==> src/rtl/univ_shift_reg.sv <==
// Universal shift register with single-step and counted-burst operation.
// Bursts run through an IDLE -> RUN -> DONE sequence with busy/done status.
module univ_shift_reg #(
    parameter int unsigned WIDTH = 8,
    parameter int unsigned CNTW  = 4
) (
    input  logic             clk,
    input  logic             reset,
    input  logic [2:0]       mode,
    input  logic             en,
    input  logic             sin,
    input  logic [WIDTH-1:0] pdata,
    input  logic             start,
    input  logic [CNTW-1:0]  count,
    output logic [WIDTH-1:0] q,
    output logic             sout,
    output logic             busy,
    output logic             done
);

    typedef enum logic [1:0] {
        S_IDLE = 2'd0,
        S_RUN  = 2'd1,
        S_DONE = 2'd2
    } state_t;

    localparam logic [2:0] M_SHL  = 3'd1;
    localparam logic [2:0] M_SHR  = 3'd2;
    localparam logic [2:0] M_ROTL = 3'd3;
    localparam logic [2:0] M_ROTR = 3'd4;
    localparam logic [2:0] M_ASHR = 3'd5;
    localparam logic [2:0] M_LOAD = 3'd6;
    localparam logic [2:0] M_CLR  = 3'd7;

    state_t           state_q, state_d;
    logic [WIDTH-1:0] q_q, q_d;
    logic             sout_q, sout_d;
    logic             busy_q, busy_d;
    logic             done_q, done_d;
    logic [2:0]       mode_q, mode_d;
    logic [CNTW-1:0]  cnt_q, cnt_d;

    logic             op_apply;
    logic [2:0]       op_mode;

    // Sequencing: decides whether an op is applied this edge and which one.
    always_comb begin
        state_d  = state_q;
        mode_d   = mode_q;
        cnt_d    = cnt_q;
        op_apply = 1'b0;
        op_mode  = mode;
        case (state_q)
            S_IDLE: begin
                if (start) begin
                    if (count != '0) begin
                        mode_d  = mode;
                        cnt_d   = count;
                        state_d = S_RUN;
                    end else begin
                        state_d = S_DONE;
                    end
                end else if (en) begin
                    op_apply = 1'b1;
                end
            end
            S_RUN: begin
                op_mode  = mode_q;
                op_apply = 1'b1;
                cnt_d    = cnt_q - CNTW'(1);
                if (cnt_q == CNTW'(1)) begin
                    state_d = S_DONE;
                end
            end
            S_DONE: begin
                state_d = S_IDLE;
            end
            default: begin
                state_d = S_IDLE;
            end
        endcase
        busy_d = (state_d == S_RUN);
        done_d = (state_d == S_DONE);
    end

    // Datapath: next register contents and departing bit for the selected op.
    always_comb begin
        q_d    = q_q;
        sout_d = sout_q;
        if (op_apply) begin
            case (op_mode)
                M_SHL: begin
                    q_d    = {q_q[WIDTH-2:0], sin};
                    sout_d = q_q[WIDTH-1];
                end
                M_SHR: begin
                    q_d    = {sin, q_q[WIDTH-1:1]};
                    sout_d = q_q[0];
                end
                M_ROTL: begin
                    q_d    = {q_q[WIDTH-2:0], q_q[WIDTH-1]};
                    sout_d = q_q[WIDTH-1];
                end
                M_ROTR: begin
                    q_d    = {q_q[0], q_q[WIDTH-1:1]};
                    sout_d = q_q[0];
                end
                M_ASHR: begin
                    q_d    = {q_q[WIDTH-1], q_q[WIDTH-1:1]};
                    sout_d = q_q[0];
                end
                M_LOAD: begin
                    q_d = pdata;
                end
                M_CLR: begin
                    q_d = '0;
                end
                default: begin
                    q_d = q_q;
                end
            endcase
        end
    end

    always_ff @(posedge clk or posedge reset) begin
        if (reset) begin
            state_q <= S_IDLE;
            q_q     <= '0;
            sout_q  <= 1'b0;
            busy_q  <= 1'b0;
            done_q  <= 1'b0;
            mode_q  <= '0;
            cnt_q   <= '0;
        end else begin
            state_q <= state_d;
            q_q     <= q_d;
            sout_q  <= sout_d;
            busy_q  <= busy_d;
            done_q  <= done_d;
            mode_q  <= mode_d;
            cnt_q   <= cnt_d;
        end
    end

    assign q    = q_q;
    assign sout = sout_q;
    assign busy = busy_q;
    assign done = done_q;

endmodule

==> config.mk <==
export PLATFORM = sky130hd
export DESIGN_NAME = univ_shift_reg
export DESIGN_NICKNAME = d
export VERILOG_FILES = /design/src/rtl/univ_shift_reg.sv
export SDC_FILE = /design/constraint.sdc
export NUM_CORES = 1
export LEC_CHECK = 0
export ABC_AREA = 1
export BUFFER_PORTS_ARGS = -buffer_cell sky130_fd_sc_hd__buf_4
export CORE_MARGIN = 3
export CORE_UTILIZATION = 57
export CTS_CLUSTER_DIAMETER = 80
export CTS_CLUSTER_SIZE = 28
export DETAILED_ROUTE_END_ITERATION = 8
export PLACE_DENSITY = 0.92
export SKIP_LAST_GASP = 1
export SYNTH_ARGS = -nofsm -noshare
export SYNTH_HDL_FRONTEND = slang
export SYNTH_SLANG_ARGS = --single-unit
==> constraint.sdc <==
create_clock -name clk -period 2.8 [get_ports clk]
set_clock_uncertainty 0.2 [all_clocks]
set_input_delay 0.28 -clock clk [delete_from_list [all_inputs] [get_ports clk]]
set_output_delay 0.28 -clock clk [all_outputs]
set_load 0.02 [all_outputs]
==> metrics.yaml <==
global_route:
  met1_usage_pct: 29.0
  grt_start_max_net_pins: 21
  global_route_wire_length_before_repair_um: 4770
  globalRouteMet2Util_pct: 38.3
  grt.total_usage_pct: 22.3
  grt.busiest_layer: "met2"
  grt_use_met3_pct: 2.77
  antenna_violations_before_repair: 0
  global_route.overflow_total: 0
  vias_in_the_first_global_route: 1154
placement:
  detailedPlace.worstSlack_ps: 942
  gpl.final_weighted_congestion: 0.849
  dpl.hpwl_um: 2180
  place.port_buffers: 30
clocking:
  clock_transition_at_the_register_clock_pins_on_the_worst_setup_and_hold_paths_after_cts_ps: 120
  clock_tree.buffer_depth: 2
  cts_tree: "yes"
  worstSkewPairLatency_ps: 290
  cts_max_level: 1
  cts_buffers: 3
  clk_root_buffer_cell: "clkbuf_4"
  clock_sinks: 20
floorplan:
  core_mm2: 0.00206
  dieWidth_um: 53.7
  floorplan.initialDensity_pct: 62.9
  floorplan.die_area_mm2: 0.00288
  die_span_in_y_um: 53.7
  num_rows: 16
  boundaryPins: 31
final_layout:
  fraction_of_final_layout_cells_sized_beyond_drive_strength_1_pct: 25.2
  area.growth.synth_to_final_pct: 20.7
  final_common_cell: "nand2_1"
  layout.cells.most_common_list: "53 x nand2_1, 30 x buf_4, 28 x nor2_1, 21 x nand3_1, 20 x dfrtp_1"
  number_of_nets_in_the_final_layout: 234
  num_antenna_cells: 0
pwr:
  internal_power_w: 0.000998
  pwr-share-comb_pct: 67.6
  power_frac_seq_pct: 26.0
  p_leak_nw: 0.832
  p_sw_w: 0.00112
  power_density_mw_per_mm2: 1350
  maximum_vdd_ir_drop_uv: 727
  sw_frac_of_total_pct: 53.0
  share_of_power_burned_in_the_clock_network_pct: 6.5
detailed_routing:
  drt.antenna.violating_nets: 0
  first_iter_violations: 46
  post-route-drc-count: 0
  detail_route.wl_per_cell_um: 12.1
  drt_wl_total_um: 2870
  routed_via_density: 5.33
  routed-via-count: 1264
  drt_pass1_iterations: 4
critical_path:
  reg_to_reg_critical_path_endpoint: "q[0]$_DFFE_PP0P_"
  critical_path.top_delay_family: "simple AND/OR/NAND/NOR gates"
  critical_path.endpoint_type: "flip-flop"
  worst_setup_path_endpoint: "q[0]$_DFFE_PP0P_"
  reg2reg_from: "state_q[1]$_DFF_PP0_"
  ff2ff_setup_slack_ps: 920
  crit_path_cell_trace: "inv_2 -> nand2_2 -> nand2_1 -> nand2_4 -> nand2_2 -> nand2_2 -> nand3_1 -> nand3_1 -> nand2_1 -> nand2_1"
  cp.buffers_inverters: 1
  critPathMaxStageDelay_ps: 400
  data_arrival_time_at_the_worst_slack_endpoint_ps: 1870
  setup.worst_path.start_class: "flip-flop"
  timing.setup.critical_path_class: "flip-flop to flip-flop"
  critical_path_depth: 10
  worst_path_max_delay_cell: "dfrtp_1"
  worstPathMaxFanout: 11
  timing.critical_path.from: "state_q[1]$_DFF_PP0_"
  cp.required_ps: 2790
  worst-r2r-cell-count: 10
timing:
  setup_slack_ps: 924
  tns_ps: 0
  timing.slew.headroom_pct: 49.5
  transition_time_at_the_pin_with_the_least_slew_margin_ps: 757
  timing.fmax_ghz: 0.533
  fin_crit_ps: 1880
  finalCritPeriodShare_pct: 67.0
  hold_viol: 0
  rsz0062_at_grt: "no"
  total_of_endpoints_with_negative_setup_slack_in_the_final_report: 0
  maxSlewViolCount: 0
min_path:
  min-delay-path-class: "input pin to flip-flop"
  worst_hold_startpoint: "mode[1]"
yosys:
  synth_nets: 200
  post_synth.cell_area_avg_um2: 7.29
  syn_area_mm2: 0.00130
  syn_inst: 178
  synth_warnings: 0
  synth-async-reset-ratio_pct: 100
  ys_dominant_reg_cell: "dfrtp_1"
  portion_of_the_post_synthesis_area_used_by_sequential_elements_pct: 38.6
  number_of_enable_flip_flop_cells_after_synthesis: 0
  synth.lib_cells_used.distinct: 22
  ys_seq_elements: 20
flow_run:
  max_cap_violations: 0
outcome:
  status: "finished, final reports clean"
## metrics by stage
step | utilization [%] | instances | hold slack (ps) | area, um2 | power (W)
after floorplan | - | 178 | 43.8 | 1300 | 0.00167
after global placement | 74.4 | 233 | 261 | 1530 | 0.00192
after detailed placement | 74.4 | 233 | 267 | 1530 | 0.00198
after CTS | 76.0 | 237 | 0.939 | 1570 | 0.00212
after global routing | 76.0 | 237 | 14.8 | 1570 | 0.00234
final | 76.0 | 237 | 2.02 | 1570 | 0.00212
## what timing repair did
item	4_1_cts	5_1_grt
hold endpoints to repair	20	0
hold buffers	1	0
setup buffers	0	0
gates resized for setup	0	0
## synth_stat cells, drive strengths merged, types with 2 or more instances
master,instances,share of area [%]
nor3,2,0.77
inv,17,5.1
nand2,66,24
o22ai,3,1.4
buf,2,1.7
nor2,30,9.8
ha,2,1.9
nand3,21,8.1
o21ai,7,3.6
nand4,3,1.4
a21oi,2,1.6
dfrtp,20,39
## sequential cells by signal, summed over array words and instances, names as in the netlist
name     flops
state_q      2
cnt_q        4
sout         1
mode_q       3
done         1
q            8
busy         1
## tightest hold or removal path, stage by stage
cell	delay, ps
buf_4	90
nand2_1	50
nand2_1	50
## final cells by class
type	instances	area, um2
Fill cell	151	495
Clock buffer	3	22.5
Timing Repair Buffer	31	235
Multi-Input combinational cell	139	708
Sequential cell	20	500
Inverter	17	66.3
Tap cell	27	33.8
## how the worst min path moves through the flow
| stage | cells after the start | slack (ps) | to |
|---|---|---|---|
| final | 3 | 2 | mode_q[1]$_DFFE_PP0P_ |
| after floorplan | 1 | 40 | busy$_DFF_PP0_ |
| after global placement | 2 | 260 | cnt_q[1]$_DFFE_PP0P_ |
| after global routing | 3 | 10 | mode_q[1]$_DFFE_PP0P_ |
| after detailed placement | 2 | 270 | mode_q[1]$_DFFE_PP0P_ |
| after CTS | 3 | 0.9 | mode_q[1]$_DFFE_PP0P_ |
## power by group through the flow
stage          registers [W]  clock network, W  logic (W)
2_1_floorplan       0.000629                 0    0.00105
3_3_place_gp        0.000550                 0    0.00137
3_5_place_dp        0.000556                 0    0.00142
4_1_cts             0.000551          0.000139    0.00143
5_1_grt             0.000570          0.000151    0.00162
6_report            0.000551          0.000137    0.00143
## layer usage
layer / vias to the layer above / part of all wire (%)
met3: 4 / 3.4
met1: 590 / 46
li1: 637 / -
met4: 0 / 0.38
met5: - / 0
met2: 33 / 50
## logic make-up (layout without fill, tap and decap cells)
| family | Yosys count | after routing | synth area share, % |
|---|---|---|---|
| flip-flops | 20 | 20 | 38.6 |
| AO/OA/AOI/OAI | 14 | 14 | 7.91 |
| AND/OR/NAND/NOR | 122 | 122 | 44.1 |
| buffers and inverters | 19 | 51 | 6.85 |
| adder cells (fa/ha/maj) | 2 | 2 | 1.93 |
| XOR/XNOR | 1 | 1 | 0.675 |
Power figures use the tool's default switching activity.
